<file path="src/rtl/ysyx_22050710_bpu_pkg.sv">
// Shared definitions for the branch prediction unit: 2-bit counter encodings,
// allocation policy and PC index/tag slice helpers.
package ysyx_22050710_bpu_pkg;

    localparam logic [1:0] CTR_SNT   = 2'b00;
    localparam logic [1:0] CTR_WNT   = 2'b01;
    localparam logic [1:0] CTR_WT    = 2'b10;
    localparam logic [1:0] CTR_ST    = 2'b11;
    localparam logic [1:0] ALLOC_BR  = CTR_WT;
    localparam logic [1:0] ALLOC_JMP = CTR_ST;

    // Index field sits just above the always-zero halfword/byte offset bits.
    function automatic logic [63:0] bpu_idx(input logic [63:0] pc, input int idx_wd);
        return (pc >> 2) & ((64'd1 << idx_wd) - 64'd1);
    endfunction

    function automatic logic [63:0] bpu_tag(input logic [63:0] pc, input int idx_wd,
                                            input int tag_wd);
        return (pc >> (idx_wd + 2)) & ((64'd1 << tag_wd) - 64'd1);
    endfunction

endpackage

</file>
<file path="src/rtl/ysyx_22050710_sat_ctr2.sv">
// Combinational next-state of a 2-bit saturating direction counter;
// i_force_st pins the counter to strongly-taken for unconditional jumps.
module ysyx_22050710_sat_ctr2
    import ysyx_22050710_bpu_pkg::*;
(
    input  logic [1:0] i_ctr,
    input  logic       i_inc,
    input  logic       i_force_st,
    output logic [1:0] o_ctr
);

    // Saturating increment/decrement with jump override
    always_comb begin
        o_ctr = i_ctr;
        if (i_force_st) begin
            o_ctr = CTR_ST;
        end else if (i_inc) begin
            case (i_ctr)
                CTR_SNT: o_ctr = CTR_WNT;
                CTR_WNT: o_ctr = CTR_WT;
                CTR_WT:  o_ctr = CTR_ST;
                default: o_ctr = CTR_ST;
            endcase
        end else begin
            case (i_ctr)
                CTR_ST:  o_ctr = CTR_WT;
                CTR_WT:  o_ctr = CTR_WNT;
                CTR_WNT: o_ctr = CTR_SNT;
                default: o_ctr = CTR_SNT;
            endcase
        end
    end

endmodule

</file>
<file path="src/rtl/ysyx_22050710_bpu.sv">
// Direct-mapped BTB with 2-bit counters; registered 1-cycle next-PC prediction.
// Optional statistics counters enabled by YSYX_22050710_BPU_STATS_EN.
module ysyx_22050710_bpu
    import ysyx_22050710_bpu_pkg::*;
#(
    parameter int PC_WD  = 64,
    parameter int DEPTH  = 16,
    parameter int TAG_WD = 8
) (
    input  logic             i_clk,
    input  logic             i_rst_n,
    input  logic             i_pred_valid,
    input  logic [PC_WD-1:0] i_pred_pc,
    input  logic             i_stall,
    input  logic             i_flush,
    output logic             o_pred_valid,
    output logic             o_pred_taken,
    output logic [PC_WD-1:0] o_pred_npc,
    input  logic             i_upd_valid,
    input  logic [PC_WD-1:0] i_upd_pc,
    input  logic             i_upd_jump,
    input  logic             i_upd_taken,
    input  logic [PC_WD-1:0] i_upd_target,
`ifdef YSYX_22050710_BPU_STATS_EN
    output logic [31:0]      o_stat_lookup,
    output logic [31:0]      o_stat_hit,
    output logic [31:0]      o_stat_upd,
    output logic [31:0]      o_stat_mispred,
`endif
    input  logic             i_upd_mispred
);

    localparam int IDX_WD = $clog2(DEPTH);

    logic              valid_r  [DEPTH];
    logic [TAG_WD-1:0] tag_r    [DEPTH];
    logic [1:0]        ctr_r    [DEPTH];
    logic [PC_WD-1:0]  target_r [DEPTH];

    logic [IDX_WD-1:0] pred_idx_s, upd_idx_s;
    logic [TAG_WD-1:0] pred_tag_s, upd_tag_s;
    logic              pred_hit_s, pred_taken_s, upd_hit_s;
    logic [PC_WD-1:0]  pred_npc_s;
    logic [1:0]        ctr_next_s;

    assign pred_idx_s = IDX_WD'(bpu_idx(64'(i_pred_pc), IDX_WD));
    assign pred_tag_s = TAG_WD'(bpu_tag(64'(i_pred_pc), IDX_WD, TAG_WD));
    assign upd_idx_s  = IDX_WD'(bpu_idx(64'(i_upd_pc), IDX_WD));
    assign upd_tag_s  = TAG_WD'(bpu_tag(64'(i_upd_pc), IDX_WD, TAG_WD));

    // Lookup reads the table before this cycle's update lands (read-before-write)
    always_comb begin
        pred_hit_s   = valid_r[pred_idx_s] && (tag_r[pred_idx_s] == pred_tag_s);
        pred_taken_s = pred_hit_s && ctr_r[pred_idx_s][1];
        if (pred_taken_s) begin
            pred_npc_s = target_r[pred_idx_s];
        end else begin
            pred_npc_s = i_pred_pc + PC_WD'(64'd4);
        end
        upd_hit_s = valid_r[upd_idx_s] && (tag_r[upd_idx_s] == upd_tag_s);
    end

    ysyx_22050710_sat_ctr2 u_sat_ctr2 (
        .i_ctr      (ctr_r[upd_idx_s]),
        .i_inc      (i_upd_taken),
        .i_force_st (i_upd_jump),
        .o_ctr      (ctr_next_s)
    );

    // Prediction output register bank
    always_ff @(posedge i_clk) begin
        if (!i_rst_n) begin
            o_pred_valid <= 1'b0;
            o_pred_taken <= 1'b0;
            o_pred_npc   <= '0;
        end else if (i_flush) begin
            o_pred_valid <= 1'b0;
        end else if (i_stall) begin
            o_pred_valid <= o_pred_valid;
        end else if (i_pred_valid) begin
            o_pred_valid <= 1'b1;
            o_pred_taken <= pred_taken_s;
            o_pred_npc   <= pred_npc_s;
        end else begin
            o_pred_valid <= 1'b0;
        end
    end

    // BTB training: refresh on hit, allocate on taken/jump miss
    always_ff @(posedge i_clk) begin
        if (!i_rst_n) begin
            for (int i = 0; i < DEPTH; i++) begin
                valid_r[i]  <= 1'b0;
                tag_r[i]    <= '0;
                ctr_r[i]    <= CTR_SNT;
                target_r[i] <= '0;
            end
        end else if (i_upd_valid) begin
            if (upd_hit_s) begin
                target_r[upd_idx_s] <= i_upd_target;
                ctr_r[upd_idx_s]    <= ctr_next_s;
            end else if (i_upd_taken || i_upd_jump) begin
                valid_r[upd_idx_s]  <= 1'b1;
                tag_r[upd_idx_s]    <= upd_tag_s;
                target_r[upd_idx_s] <= i_upd_target;
                ctr_r[upd_idx_s]    <= i_upd_jump ? ALLOC_JMP : ALLOC_BR;
            end else begin
                valid_r[upd_idx_s] <= valid_r[upd_idx_s];
            end
        end else begin
            valid_r[upd_idx_s] <= valid_r[upd_idx_s];
        end
    end

`ifdef YSYX_22050710_BPU_STATS_EN
    logic [31:0] stat_lookup_r, stat_hit_r, stat_upd_r, stat_mispred_r;

    // Free-running event counters, wrapping at 2^32
    always_ff @(posedge i_clk) begin
        if (!i_rst_n) begin
            stat_lookup_r  <= 32'd0;
            stat_hit_r     <= 32'd0;
            stat_upd_r     <= 32'd0;
            stat_mispred_r <= 32'd0;
        end else begin
            if (i_pred_valid && !i_stall) begin
                stat_lookup_r <= stat_lookup_r + 32'd1;
            end
            if (i_pred_valid && !i_stall && pred_hit_s) begin
                stat_hit_r <= stat_hit_r + 32'd1;
            end
            if (i_upd_valid) begin
                stat_upd_r <= stat_upd_r + 32'd1;
            end
            if (i_upd_valid && i_upd_mispred) begin
                stat_mispred_r <= stat_mispred_r + 32'd1;
            end
        end
    end

    assign o_stat_lookup  = stat_lookup_r;
    assign o_stat_hit     = stat_hit_r;
    assign o_stat_upd     = stat_upd_r;
    assign o_stat_mispred = stat_mispred_r;
`else
    logic unused_s;
    assign unused_s = i_upd_mispred;
`endif

endmodule

</file>
<file path="config.mk">
export PLATFORM = sky130hd
export DESIGN_NAME = ysyx_22050710_bpu
export DESIGN_NICKNAME = d
export VERILOG_FILES = /design/src/rtl/ysyx_22050710_bpu_pkg.sv /design/src/rtl/ysyx_22050710_sat_ctr2.sv /design/src/rtl/ysyx_22050710_bpu.sv
export SDC_FILE = /design/constraint.sdc
export NUM_CORES = 2
export LEC_CHECK = 0
export ABC_AREA = 0
export CORE_MARGIN = 2
export CORE_UTILIZATION = 55
export DETAILED_ROUTE_END_ITERATION = 8
export PLACE_DENSITY_LB_ADDON = 0.1
export RECOVER_POWER = 50
export SYNTH_ARGS = -nofsm -noshare
export SYNTH_HDL_FRONTEND = slang
export SYNTH_SLANG_ARGS = --single-unit
</file>
<file path="constraint.sdc">
create_clock -name i_clk -period 15.1 [get_ports i_clk]
set_input_delay 2.265 -clock i_clk [delete_from_list [all_inputs] [get_ports i_clk]]
set_output_delay 2.265 -clock i_clk [all_outputs]
set_load 0.03 [all_outputs]
</file>
==> impl_metrics.env <==
export IMPL_routed_wl_um=165000
export IMPL_synth_edf_count=1184
export IMPL_max_slew_margin_rel_pct=-225
export IMPL_path_cells="buf_2 > clkbuf_1 > inv_1 > nor3_1 > nand3_1 > nor2_1 > clkbuf_1 > and2_1"
export IMPL_dieArea_mm2=0.110
export IMPL_ir_drop_mv=0.0914
export IMPL_post_cts_buffers=0
export IMPL_wl_met2_um=81400
export IMPL_ys_warn_count=0
export IMPL_clk_latency_ns=0.76
export IMPL_postSynthAreaPerCell_um2=15.1
export IMPL_ctsHtreeMaxLevel=4
export IMPL_die_w_um=332
export IMPL_die_h_um=332
export IMPL_p_comb_share_pct=8.3
export IMPL_grt_pass1_wl_um=240000
export IMPL_cts_root_buf="clkbuf_16"
export IMPL_path_buf_inv=4
export IMPL_synthToLayoutAreaGrowth_pct=12.8
export IMPL_power_total_mw=8.06
export IMPL_antenna_found_initial=17
export IMPL_cts_resized_gates=0
export IMPL_overflow=0
export IMPL_crit_fanout=54
export IMPL_async_flop_share_pct=0
export IMPL_fin_tns_setup_ns=0
export IMPL_synth_fa_ha_area_share_pct=0.0551
export IMPL_synth_simple_area_share_pct=14.9
export IMPL_critPathCaptureType="flip-flop"
export IMPL_drcViolationCount=0
export IMPL_holdCritPathClass="reg -> reg"
export IMPL_path_clk_slew_ns=0.06
export IMPL_swShare_pct=22.6
export IMPL_rows=120
export IMPL_hold_viol=0
export IMPL_core_area_mm2=0.107
export IMPL_drive_above_1_share_pct=16.3
export IMPL_ys_seq_area_share_pct=63.0
export IMPL_clockPowerShare_pct=41.1
export IMPL_nets=4206
export IMPL_p_int_mw=6.23
export IMPL_power_density_mw_per_mm2=121
export IMPL_synth_compound_area_share_pct=1.93
export IMPL_dp_slack_ns=7.14
export IMPL_hold_depth=2
export IMPL_ys_flop_type="edfxtp_1"
export IMPL_dr_max_layer_used="met5"
export IMPL_synth_cell_type_count=55
export IMPL_dr_pass1_iters=6
export IMPL_crit_required_ns=15.69
export IMPL_worst_pin_slew_ns=4.88
export IMPL_wl_per_cell_um=29.9
export IMPL_cts_buffers_inserted=136
export IMPL_min_period_ns=10.64
export IMPL_dr_wl_met3_um=14400
export IMPL_portBuffers=213
export IMPL_worstPathArrival_ns=11.22
export IMPL_status="finished, violations left"
export IMPL_synthMuxAreaShare_pct=16.8
export IMPL_synthXorXnorAreaFrac_pct=1.04
export IMPL_cp_slowest_cell="clkbuf_1"
export IMPL_layout_common_cells="1184 x edfxtp_1, 778 x and2_1, 387 x mux4_2, 261 x and2_0, 160 x nor2_1"
export IMPL_syn_num_nets=4103
export IMPL_hpwl_um=88000
export IMPL_syn_area_mm2=0.0590
export IMPL_cap_violations=44
export IMPL_cpPeakStageDelay_ns=2.57
export IMPL_synth_top_family_by_area="multiplexers"
export IMPL_final_common_cell="edfxtp_1"
export IMPL_rsz0062_at_grt="false"
export IMPL_cts_hold_buf=0
export IMPL_start_kind="input pin"
export IMPL_cp_depth=8
export IMPL_critical_path_class="in -> reg"
export IMPL_finClkSkew_ns=0.0243
export IMPL_pwr_share_seq_pct=50.6
export IMPL_place_congestion=0.826
export IMPL_syn_inst=3901
export IMPL_final_max_slew_violation_count=1417
export IMPL_power_leakage_nw=22.9
export IMPL_fin_ws_ns=4.46
export IMPL_clock_path_buffers=3
export IMPL_vias=34300
export IMPL_ant_nets=0
export IMPL_cts_num_sinks=1266
export IMPL_drt_iter0_markers=4087
export IMPL_start_util_pct=55.3
export IMPL_violations="max-capacitance violations, max-slew violations"
export IMPL_io_pins=267
export IMPL_cp_common_cell="clkbuf_1"
export IMPL_reg2reg_depth=9
export IMPL_fmax_ghz=0.0940
export IMPL_cts_tree="done"
export IMPL_via_per_inst=6.19
export IMPL_period_share_pct=70.4
export IMPL_grt_pass1_vias=34700
export IMPL_grt_max_degree=103
export IMPL_setup_viol=0
export IMPL_synth_seq_cells=1266
export IMPL_track_usage_pct=30.3
export IMPL_crit_family="buffers and inverters"
export IMPL_m1WireLength_um=64800
export IMPL_p_sw_mw=1.82
## power groups by stage
stage / sequential (mW) / clock [mW] / combinational (mW)
floorplan: 4.16 / 0 / 0.401
global placement: 4.14 / 0 / 0.671
detailed placement: 4.15 / 0 / 0.676
CTS: 4.08 / 3.35 / 0.678
global route: 4.10 / 3.48 / 0.701
finish: 4.08 / 3.31 / 0.669
## area by class of cell
class	instances	area, um^2
antenna	15	37.5
sequential	1266	37200
timing repair buffer	299	2670
clock buffer	179	3730
multi-input combinational	2293	20500
fill	7833	40200
tap	1403	1760
clock inverter	67	648
inverter	8	35.0
## registers in the layout (all words and copies together), names as in the netlist
name / flops
target_r: 1024
tag_r: 128
o_pred_npc: 64
ctr_r: 32
valid_r: 16
o_pred_taken: 1
o_pred_valid: 1
## layer usage
metal,vias to the layer above,global-route usage (%)
met5,-,0
met2,1574,49.4
met1,17600,40.7
met4,12,10.1
li1,14800,-
met3,278,6.86
## Yosys cell counts (all sizes together) (2+ instances only)
cell type / number / share of area, %
a21oi: 10 / 0.085
a22o: 2 / 0.030
a22oi: 10 / 0.13
a311oi: 2 / 0.070
a31oi: 2 / 0.021
and2: 1039 / 11
and3: 17 / 0.18
and4: 14 / 0.21
buf: 84 / 0.69
clkbuf: 250 / 1.6
dfxtp: 82 / 2.8
edfxtp: 1184 / 60
inv: 7 / 0.045
maj3: 2 / 0.034
mux2: 5 / 0.095
mux2i: 112 / 1.9
mux4: 387 / 15
nand2: 160 / 1.0
nand2b: 9 / 0.095
nand3: 49 / 0.42
nand4: 20 / 0.21
nor2: 167 / 1.2
nor2b: 8 / 0.085
nor3: 37 / 0.32
nor4: 4 / 0.042
o211ai: 21 / 0.27
o21ai: 104 / 0.88
o221ai: 3 / 0.045
o22ai: 3 / 0.032
o31ai: 2 / 0.025
o41ai: 16 / 0.24
or2: 3 / 0.032
or3: 4 / 0.042
xnor2: 49 / 0.73
xor2: 21 / 0.31
## stage by stage
| stage | hold WS [ns] | util (%) | cell area [um^2] | instances |
|---|---|---|---|---|
| 2_1_floorplan | 0.473 | - | 59000 | 3901 |
| 3_3_place_gp | 0.436 | 58.5 | 62500 | 5269 |
| 3_5_place_dp | 0.441 | 58.5 | 62500 | 5269 |
| 4_1_cts | 0.457 | 62.6 | 66900 | 5515 |
| 5_1_grt | 0.472 | 62.3 | 66500 | 5521 |
| 6_report | 0.445 | 62.4 | 66600 | 5530 |
## final timing paths
check	to	slack (ns)	from
worst max-delay path	target_r[0][11]	4.46	i_rst_n
worst min-delay path	o_pred_npc[27]	0.45	o_pred_npc[27]
worst max register to register	target_r[2][18]	7.03	tag_r[11][2]
worst min register to register	o_pred_npc[27]	0.45	o_pred_npc[27]
## worst reg2reg max path, cell delays in order, from the launching register on
cell      delay [ns]
edfxtp_1        0.40
mux4_2          0.47
mux2i_1         0.26
xor2_1          0.24
o211ai_1        0.13
a211oi_1        0.63
a311oi_4        0.17
clkbuf_1        0.62
o21ai_0         3.47
buf_4           1.25
## cell families after synthesis
family | after synthesis
DFF | 1266
xor gates and xnor gates | 70
muxes | 504
adders and majority gates | 3
and+or+nand+nor | 1534
AOI/OAI and AO/OA | 182
buffers and inverters | 342
(Power assumes the default switching activity.)
